$ cat config.mk
export PLATFORM = sky130hd
export DESIGN_NAME = instr_mem_loader
export DESIGN_NICKNAME = d
export VERILOG_FILES = /design/src/rtl/instr_mem_loader.sv
export SDC_FILE = /design/constraint.sdc
export NUM_CORES = 1
export LEC_CHECK = 0
export CAP_MARGIN = 10
export CORE_MARGIN = 5
export CORE_UTILIZATION = 35
export CTS_CLUSTER_DIAMETER = 50
export DETAILED_ROUTE_END_ITERATION = 16
export GPL_ROUTABILITY_DRIVEN = 0
export GPL_TIMING_DRIVEN = 1
export SLEW_MARGIN = 20
export SYNTH_ARGS = -nofsm -noshare
export SYNTH_HDL_FRONTEND = slang
export SYNTH_SLANG_ARGS = --single-unit
$ cat constraint.sdc
create_clock -name clk -period 4.82 [get_ports clk]
set_input_delay 0.964 -clock clk [delete_from_list [all_inputs] [get_ports clk]]
set_output_delay 0.964 -clock clk [all_outputs]
set_load 0.1 [all_outputs]
$ cat src/rtl/instr_mem_loader.sv
// instr_mem_loader: parses a length-prefixed, checksummed byte stream into instruction-memory word writes.
module instr_mem_loader #(
  parameter logic [31:0] BASE_ADDR = 32'h0000_0000,
  parameter int          MAX_WORDS = 64
) (
  input  logic        clk,
  input  logic        rst_n,
  input  logic        start,
  input  logic        byte_valid,
  input  logic [7:0]  byte_data,
  output logic        byte_ready,
  output logic        wr_en,
  output logic [31:0] wr_addr,
  output logic [31:0] wr_data,
  output logic        cpu_hold,
  output logic        busy,
  output logic        done,
  output logic        error
);
  localparam logic [2:0] IDLE = 3'd0, LEN_LO = 3'd1, LEN_HI = 3'd2, DATA = 3'd3,
                         CHECK = 3'd4, DONE = 3'd5, ERR = 3'd6;
  localparam logic [16:0] MAXW = 17'(MAX_WORDS);
  logic [2:0]  state_q, state_d;
  logic [15:0] len_q, len_d, idx_q, idx_d;
  logic [1:0]  lane_q, lane_d;
  logic [7:0]  csum_q, csum_d;
  logic [23:0] word_q, word_d;
  logic        wr_en_q, wr_en_d;
  logic [31:0] wr_addr_q, wr_addr_d, wr_data_q, wr_data_d;
  logic        acc, restart;
  logic [15:0] n;
  assign byte_ready = state_q inside {LEN_LO, LEN_HI, DATA, CHECK};
  assign busy       = byte_ready;
  assign done       = state_q == DONE;
  assign error      = state_q == ERR;
  assign cpu_hold   = !(state_q inside {IDLE, DONE});
  assign wr_en      = wr_en_q;
  assign wr_addr    = wr_addr_q;
  assign wr_data    = wr_data_q;
  assign acc        = byte_valid && byte_ready;
  assign restart    = start && state_q inside {IDLE, DONE, ERR};
  assign n          = {byte_data, len_q[7:0]};
  always_comb begin
    state_d   = state_q;
    len_d     = len_q;
    idx_d     = idx_q;
    lane_d    = lane_q;
    csum_d    = csum_q;
    word_d    = word_q;
    wr_en_d   = 1'b0;
    wr_addr_d = wr_addr_q;
    wr_data_d = wr_data_q;
    if (restart) begin
      state_d = LEN_LO;
      idx_d   = '0;
      lane_d  = '0;
      csum_d  = '0;
      word_d  = '0;
    end else if (acc) begin
      case (state_q)
        LEN_LO: begin
          len_d[7:0] = byte_data;
          state_d    = LEN_HI;
        end
        LEN_HI: begin
          len_d   = n;
          state_d = n == 16'd0 ? CHECK : ({1'b0, n} > MAXW) ? ERR : DATA;
        end
        DATA: begin
          // bytes arrive LSB first, so shift each new byte in from the top
          lane_d = lane_q + 2'd1;
          csum_d = csum_q ^ byte_data;
          word_d = {byte_data, word_q[23:8]};
          if (lane_q == 2'd3) begin
            wr_en_d   = 1'b1;
            wr_addr_d = BASE_ADDR + {14'd0, idx_q, 2'b00};
            wr_data_d = {byte_data, word_q};
            idx_d     = idx_q + 16'd1;
            state_d   = idx_q == len_q - 16'd1 ? CHECK : DATA;
          end
        end
        CHECK: state_d = byte_data == csum_q ? DONE : ERR;
        default: ;
      endcase
    end
  end
  always_ff @(posedge clk or negedge rst_n) begin
    if (!rst_n) begin
      state_q   <= IDLE;
      len_q     <= '0;
      idx_q     <= '0;
      lane_q    <= '0;
      csum_q    <= '0;
      word_q    <= '0;
      wr_en_q   <= 1'b0;
      wr_addr_q <= '0;
      wr_data_q <= '0;
    end else begin
      state_q   <= state_d;
      len_q     <= len_d;
      idx_q     <= idx_d;
      lane_q    <= lane_d;
      csum_q    <= csum_d;
      word_q    <= word_d;
      wr_en_q   <= wr_en_d;
      wr_addr_q <= wr_addr_d;
      wr_data_q <= wr_data_d;
    end
  end
endmodule

* Yosys cells after proc, flatten, opt, wreduce, memory -nomap -nowiden
Cells that the tools add are included.
** Storage, ports and cells
- Flip-flop bits (word level) :: 118
- Word-level logic and storage cells :: 69
** Operators by class
- Add/subtract/negate cells :: 3
- $lt $le $gt $ge :: 1
- Equality and inequality tests :: 10
- Multiplexer cells :: 25
- Bitwise gates (word level) :: 2
- Reductions and logical operators :: 18
** Operators with widths (number)
- $mux 24 :: 3
- $mux 16 :: 4
- $mux 8 :: 3
- $mux 3 :: 6
- $add 16x1->16 const B :: 1
- $eq 16x16->1 :: 1
- $gt 16x7->1 const B :: 1
- $logic_not 16->1 :: 1
- $sub 16x1->16 const B :: 1
- $pmux 3 s4 :: 1
- $reduce_and 3->1 :: 4
- $eq 3x3->1 const B :: 3
- $eq 8x8->1 :: 1
- $mux 2 :: 4
- $reduce_bool 2->1 :: 4
- $xor 8x8->8 :: 1
- $eq 3x2->1 const B :: 2
- $reduce_bool 5->1 :: 1
- $mux 1 :: 4
- $reduce_and 4->1 :: 1
- $reduce_bool 4->1 :: 1
- $eq 3x1->1 const B :: 1
- $logic_not 3->1 :: 1
- $ne 3x2->1 const B :: 1
- 7 further kinds :: 8

* Logic depth before layout (Yosys ltp)
- Depth after elaboration :: 7
- Gate-level depth with buffers :: 9
- Depth with buffers taken out :: 8

* Worst setup path after synthesis
Ideal clock, no wire load.
- Path type :: flip-flop to output port
- From :: register state_q[2]
- To :: output byte_ready
- Arrival time :: 2.756 ns
- Data required time :: 3.856 ns
- Slack :: 1.100 ns
- Stages on the path, launching flop included :: 4
- Buffers on the path :: 2
- Path through :: dfrtp_1 -> buf_2 -> xnor2_1 -> buf_4
** On the way
- Word-level cells in the longest chain between the ends :: 2
- Elaborated cells between the ends (all ways) :: 5
** RTL lines
- from (decl) :: RTL line 23 : logic [2:0] state_q, state_d;
- from (signal assigned) :: RTL line 99 : state_q <= state_d;
- $eq 3x1->1 (tied with other cells) :: RTL line 32 : assign byte_ready = state_q inside {LEN_LO, LEN_HI, DATA, CHECK};
- $reduce_bool 4->1 * :: RTL line 32
- to (decl) :: RTL line 11 : output logic byte_ready,
Every way passes the cells marked *; elsewhere a longest branch is shown, timed or not.

* Worst setup path after layout
- From :: register state_q[2]
- To :: output done
** On the way
- Word-level cells in the longest chain between the ends :: 1
** RTL lines
- $eq 3x3->1 :: RTL line 34 : assign done = state_q == DONE;
- to (decl) :: RTL line 17 : output logic done,
No other way between the ends.

==> reports/results.md <==
| Stage | Quantity | This run |
|:---|:---|:---|
| pwr | Net Sw Power | 2110 uW |
| sta | Fmax | 0.269 GHz |
| pwr | Power density relative to cell area | 660 mW/mm2 |
| critical path | Combined buffer and inverter count along the critical path | 2 |
| synth | Top cells by instance count after synthesis | sky130_fd_sc_hd__nand2_1 (227), sky130_fd_sc_hd__dfrtp_1 (118), sky130_fd_sc_hd__o21ai_0 (57) |
| sta | Final total negative setup slack | 0 ps |
| clock network | Max Root-Sink Buffers | 2 |
| synth | Count of cell types in the netlist | 55 |
| placed design | Detailed Place HPWL | 9670 um |
| sta | Final setup violation count | 0 |
| critical path | Crit-path max FO | 14 |
| routing | Number of vias after detailed routing | 4491 |
| synth | Sequential cell area fraction in the yosys report | 51.6% |
| final layout | Share of the core filled with cells in the final layout | 44.1% |
| critical path | Kind of cell adding the most delay to the critical path | buffers and inverters |
| synth | Flip-flop and latch count after synthesis | 118 |
| critical path | Critical path arrival | 2750 ps |
| final layout | Area Overhead vs Synth | 23.0% |
| critical path | Number of cell instances on the worst register-to-register path | 9 |
| die | Die Area | 0.0190 mm2 |
| critical path | Worst setup slack for register-to-register paths | 2180 ps |
| global route | Initial antenna violation count | 0 |
| routing | Initial DRT Pass Iterations | 4 |
| sta | Final count of pins violating max slew | 0 |
| synth | Count of warnings emitted by yosys | 0 |
| synth | Ys async rst share | 100% |
| clock network | Clock-pin slew of the registers on the worst-case setup and hold paths | 60 ps |
| routing | Detailed-route wire length per cell | 15.0 um |
| status | Status | finished, final reports clean |
| routing | DRC marker count from the first detailed-route iteration | 348 |
| sta | Remaining max-slew budget at the tightest pin | 33.0% |
| die | Floorplan die width | 138 um |
| pwr | Leakage dissipation | 0.00327 uW |
| synth | Cells after synthesis | 642 |
| critical path | Critical Path End Type | primary output |
| pwr | Max VDD drop | 0.371 mV |
| critical path | Worst r2r src | state_q[0]$_DFFE_PN0P_ |
| critical path | Critical path startpoint | state_q[2]$_DFFE_PN0P_ |
| clock network | Post-cts sizing count | 0 |
| critical path | Master of the slowest instance on the critical path | sky130_fd_sc_hd__clkdlybuf4s50_1 |
| synth | Library cell with the highest instance count after synthesis | sky130_fd_sc_hd__nand2_1 |
| synth | Primary FF master, synth | sky130_fd_sc_hd__dfrtp_1 |
| die | Number of top-level design ports | 82 |
| routing | Vias per std cell | 4.87 |
| pwr | Share of power burned in combinational logic | 39.9% |
| critical path | Worst endpoint required time | 3860 ps |
| synth | Mean post-synth cell area | 8.91 um2 |
| critical path | Critical Path Stages | 3 |
| critical path | R2R Path End | idx_q[15]$_DFFE_PN0P_ |
| global route | Overall routing resource usage | 15.5% |
| synth | Cells taking the most area after synthesis | sky130_fd_sc_hd__dfrtp_1 (52%), sky130_fd_sc_hd__nand2_1 (15%), sky130_fd_sc_hd__o21ai_0 (5.0%) |
| job | Max Cap Viol | 0 |
| critical path | Launching element type of the critical path | register |
| clock network | CTS HTree Levels | 4 |
| clock network | # hold bufs at CTS | 0 |
| clock network | Clock Sink Count | 118 |
| synth | Post-Syn Area | 0.00572 mm2 |
| routing | Count of antenna-violating nets left after detailed routing | 0 |
| placed design | Number of buffer cells added on primary ports | 65 |
| synth | Share of the synthesized area in the top cell type | 51.6% |
| critical path | Critical path destination | done |
| critical path | Crit path cell chain | inv_1 > nor3_1 > clkdlybuf4s50_1 |
| global route | Number of global-route vias before repair | 4672 |
| sta | Slew at the pin closest to its max-slew limit | 1000 ps |
| clock network | Number of buffers added for setup after CTS | 0 |
| die | Chip height | 138 um |
| synth | EDFF count, synth | 0 |
| die | Initial core utilization | 35.9% |
| pwr | Internal power contribution | 2530 uW |
| synth | Cell taking the most area after synthesis | sky130_fd_sc_hd__dfrtp_1 |
| clock network | Cell chosen for the clock root | sky130_fd_sc_hd__clkbuf_16 |
| routing | WL final | 13900 um |
| final layout | Final layout net count | 709 |
| routing | Number of remaining DRC errors | 0 |
| die | Number of placement rows | 46 |
| sta | Number of hold violations in the final report | 0 |
| sta | Maximum clock skew at final layout | 10.1 ps |
| critical path | Delay contributed by the slowest stage of the critical path | 1180 ps |
| global route | Global-route wire length before repair | 23200 um |
| clock network | Insertion delay of the later-clocked pin in the worst-skew pair | 420 ps |
| hold path | Type of the worst min-delay path | reg2reg |
| final layout | Antenna diode instance count | 0 |
| clock network | Inserted Clock Buffers | 17 |
| clock network | CTS tree | done |
| pwr | Clk pwr share | 26.4% |
| pwr | Sequential fraction of design power | 33.7% |
| global route | Residual overflow from global routing | 0 |
| sta | Final critical-path share of the clock period | 77.1% |
| critical path | Path type of the worst setup path | reg2out |
| sta | Clock period minus final worst setup slack | 3710 ps |
| sta | Setup repair after global routing missed its margin | no |
| die | Total core area | 0.0159 mm2 |
| global route | Largest net degree at the start of global routing | 47 |
| final layout | Fraction of layout cells with a size suffix above 1 | 9.05% |
| pwr | Sw Share | 45.5% |
-- final cells by class --
class,instances,area (um2)
inverters,9,33.8
well taps,216,270
clock buffers,18,439
multi-input cells,477,2500
flip-flops and latches,118,2950
fillers,1557,8910
repair buffers,71,693
clock inverters,14,138
-- worst min-delay path, delay by kind of cell, from the launching register on --
family | cells | cell delay [ps]
flip-flops | 1 | 340
AND/OR/NAND/NOR | 2 | 100
-- sequential cells by signal, indices dropped and copies added, names as in the netlist --
register  cells
csum_q        8
wr_en         1
lane_q        2
len_q        16
wr_data      32
idx_q        16
state_q       3
word_q       24
wr_addr      16
-- per-stage QoR --
step                worst slack (ps)  total power [uW]  hold slack, ps  instances  cell area, um2
detailed placement              1220              3430             458        891            6450
global route                     986              4890             501        923            7030
CTS                             1100              4680             472        923            7030
global placement                1280              3390             458        891            6450
finish                          1110              4640             466        923            7030
floorplan                       1100              3010             439        657            5770
-- worst min-delay path by stage --
stage                              end                     from  cells after the start  slack (ps)
5_1_grt        wr_data[13]$_DFFE_PN0P_  wr_data[13]$_DFFE_PN0P_                      2         500
4_1_cts        wr_data[20]$_DFFE_PN0P_  wr_data[20]$_DFFE_PN0P_                      2         470
2_1_floorplan   wr_data[0]$_DFFE_PN0P_    word_q[0]$_DFFE_PN0P_                      2         440
3_3_place_gp   wr_data[20]$_DFFE_PN0P_  wr_data[20]$_DFFE_PN0P_                      2         460
6_report       wr_data[20]$_DFFE_PN0P_  wr_data[20]$_DFFE_PN0P_                      2         470
3_5_place_dp   wr_data[20]$_DFFE_PN0P_  wr_data[20]$_DFFE_PN0P_                      2         460
-- power by group through the flow --
stage / clock, uW / combinational (uW) / sequential, uW
6_report: 1230 / 1850 / 1560
5_1_grt: 1290 / 1990 / 1600
4_1_cts: 1250 / 1870 / 1560
3_5_place_dp: 0 / 1860 / 1580
3_3_place_gp: 0 / 1830 / 1560
2_1_floorplan: 0 / 979 / 2030
-- cells by family (layout without fill, tap and decap cells) --
| group | count (synthesis) | after routing | share of synthesized area, % |
|---|---|---|---|
| compound gates | 84 | 84 | 8.51 |
| fa+ha+maj | 3 | 3 | 0.657 |
| buf+inv | 62 | 112 | 5.54 |
| mux | 22 | 22 | 4.14 |
| xor+xnor | 34 | 34 | 5.21 |
| simple gates | 318 | 318 | 24.2 |
| other cells | 1 | 16 | 0.0656 |
| flops | 118 | 118 | 51.6 |
-- cells in the final DEF (no fill, tap or decap), types with 7 or more instances in the layout --
cell type / synthesis / layout
sky130_fd_sc_hd__xnor2_1: 12 / 12
sky130_fd_sc_hd__nand2_1: 227 / 227
sky130_fd_sc_hd__o21ai_0: 57 / 57
sky130_fd_sc_hd__inv_1: 7 / 7
sky130_fd_sc_hd__inv_6: 0 / 8
sky130_fd_sc_hd__nor3_1: 8 / 8
sky130_fd_sc_hd__mux2i_1: 9 / 9
sky130_fd_sc_hd__clkdlybuf4s50_1: 0 / 64
sky130_fd_sc_hd__clkbuf_16: 0 / 17
sky130_fd_sc_hd__a21oi_1: 7 / 7
sky130_fd_sc_hd__nand3_1: 16 / 16
sky130_fd_sc_hd__nor2_1: 31 / 31
sky130_fd_sc_hd__mux2_2: 13 / 13
sky130_fd_sc_hd__conb_1: 1 / 16
sky130_fd_sc_hd__xor2_1: 22 / 22
sky130_fd_sc_hd__buf_4: 18 / 7
sky130_fd_sc_hd__dfrtp_1: 118 / 118
-- per-layer routing --
| metal | up-vias | share of wire (%) | global-route usage, % | routed length, um |
|---|---|---|---|---|
| met5 | - | 0 | 0 | 0 |
| met4 | 0 | 1.4 | 5.76 | 200 |
| met3 | 16 | 3.8 | 3.62 | 527 |
| met2 | 77 | 51 | 26.1 | 7090 |
| met1 | 2208 | 44 | 19.5 | 6060 |
| li1 | 2190 | - | - | - |
No activity file was read; power rests on OpenSTA's default activity.
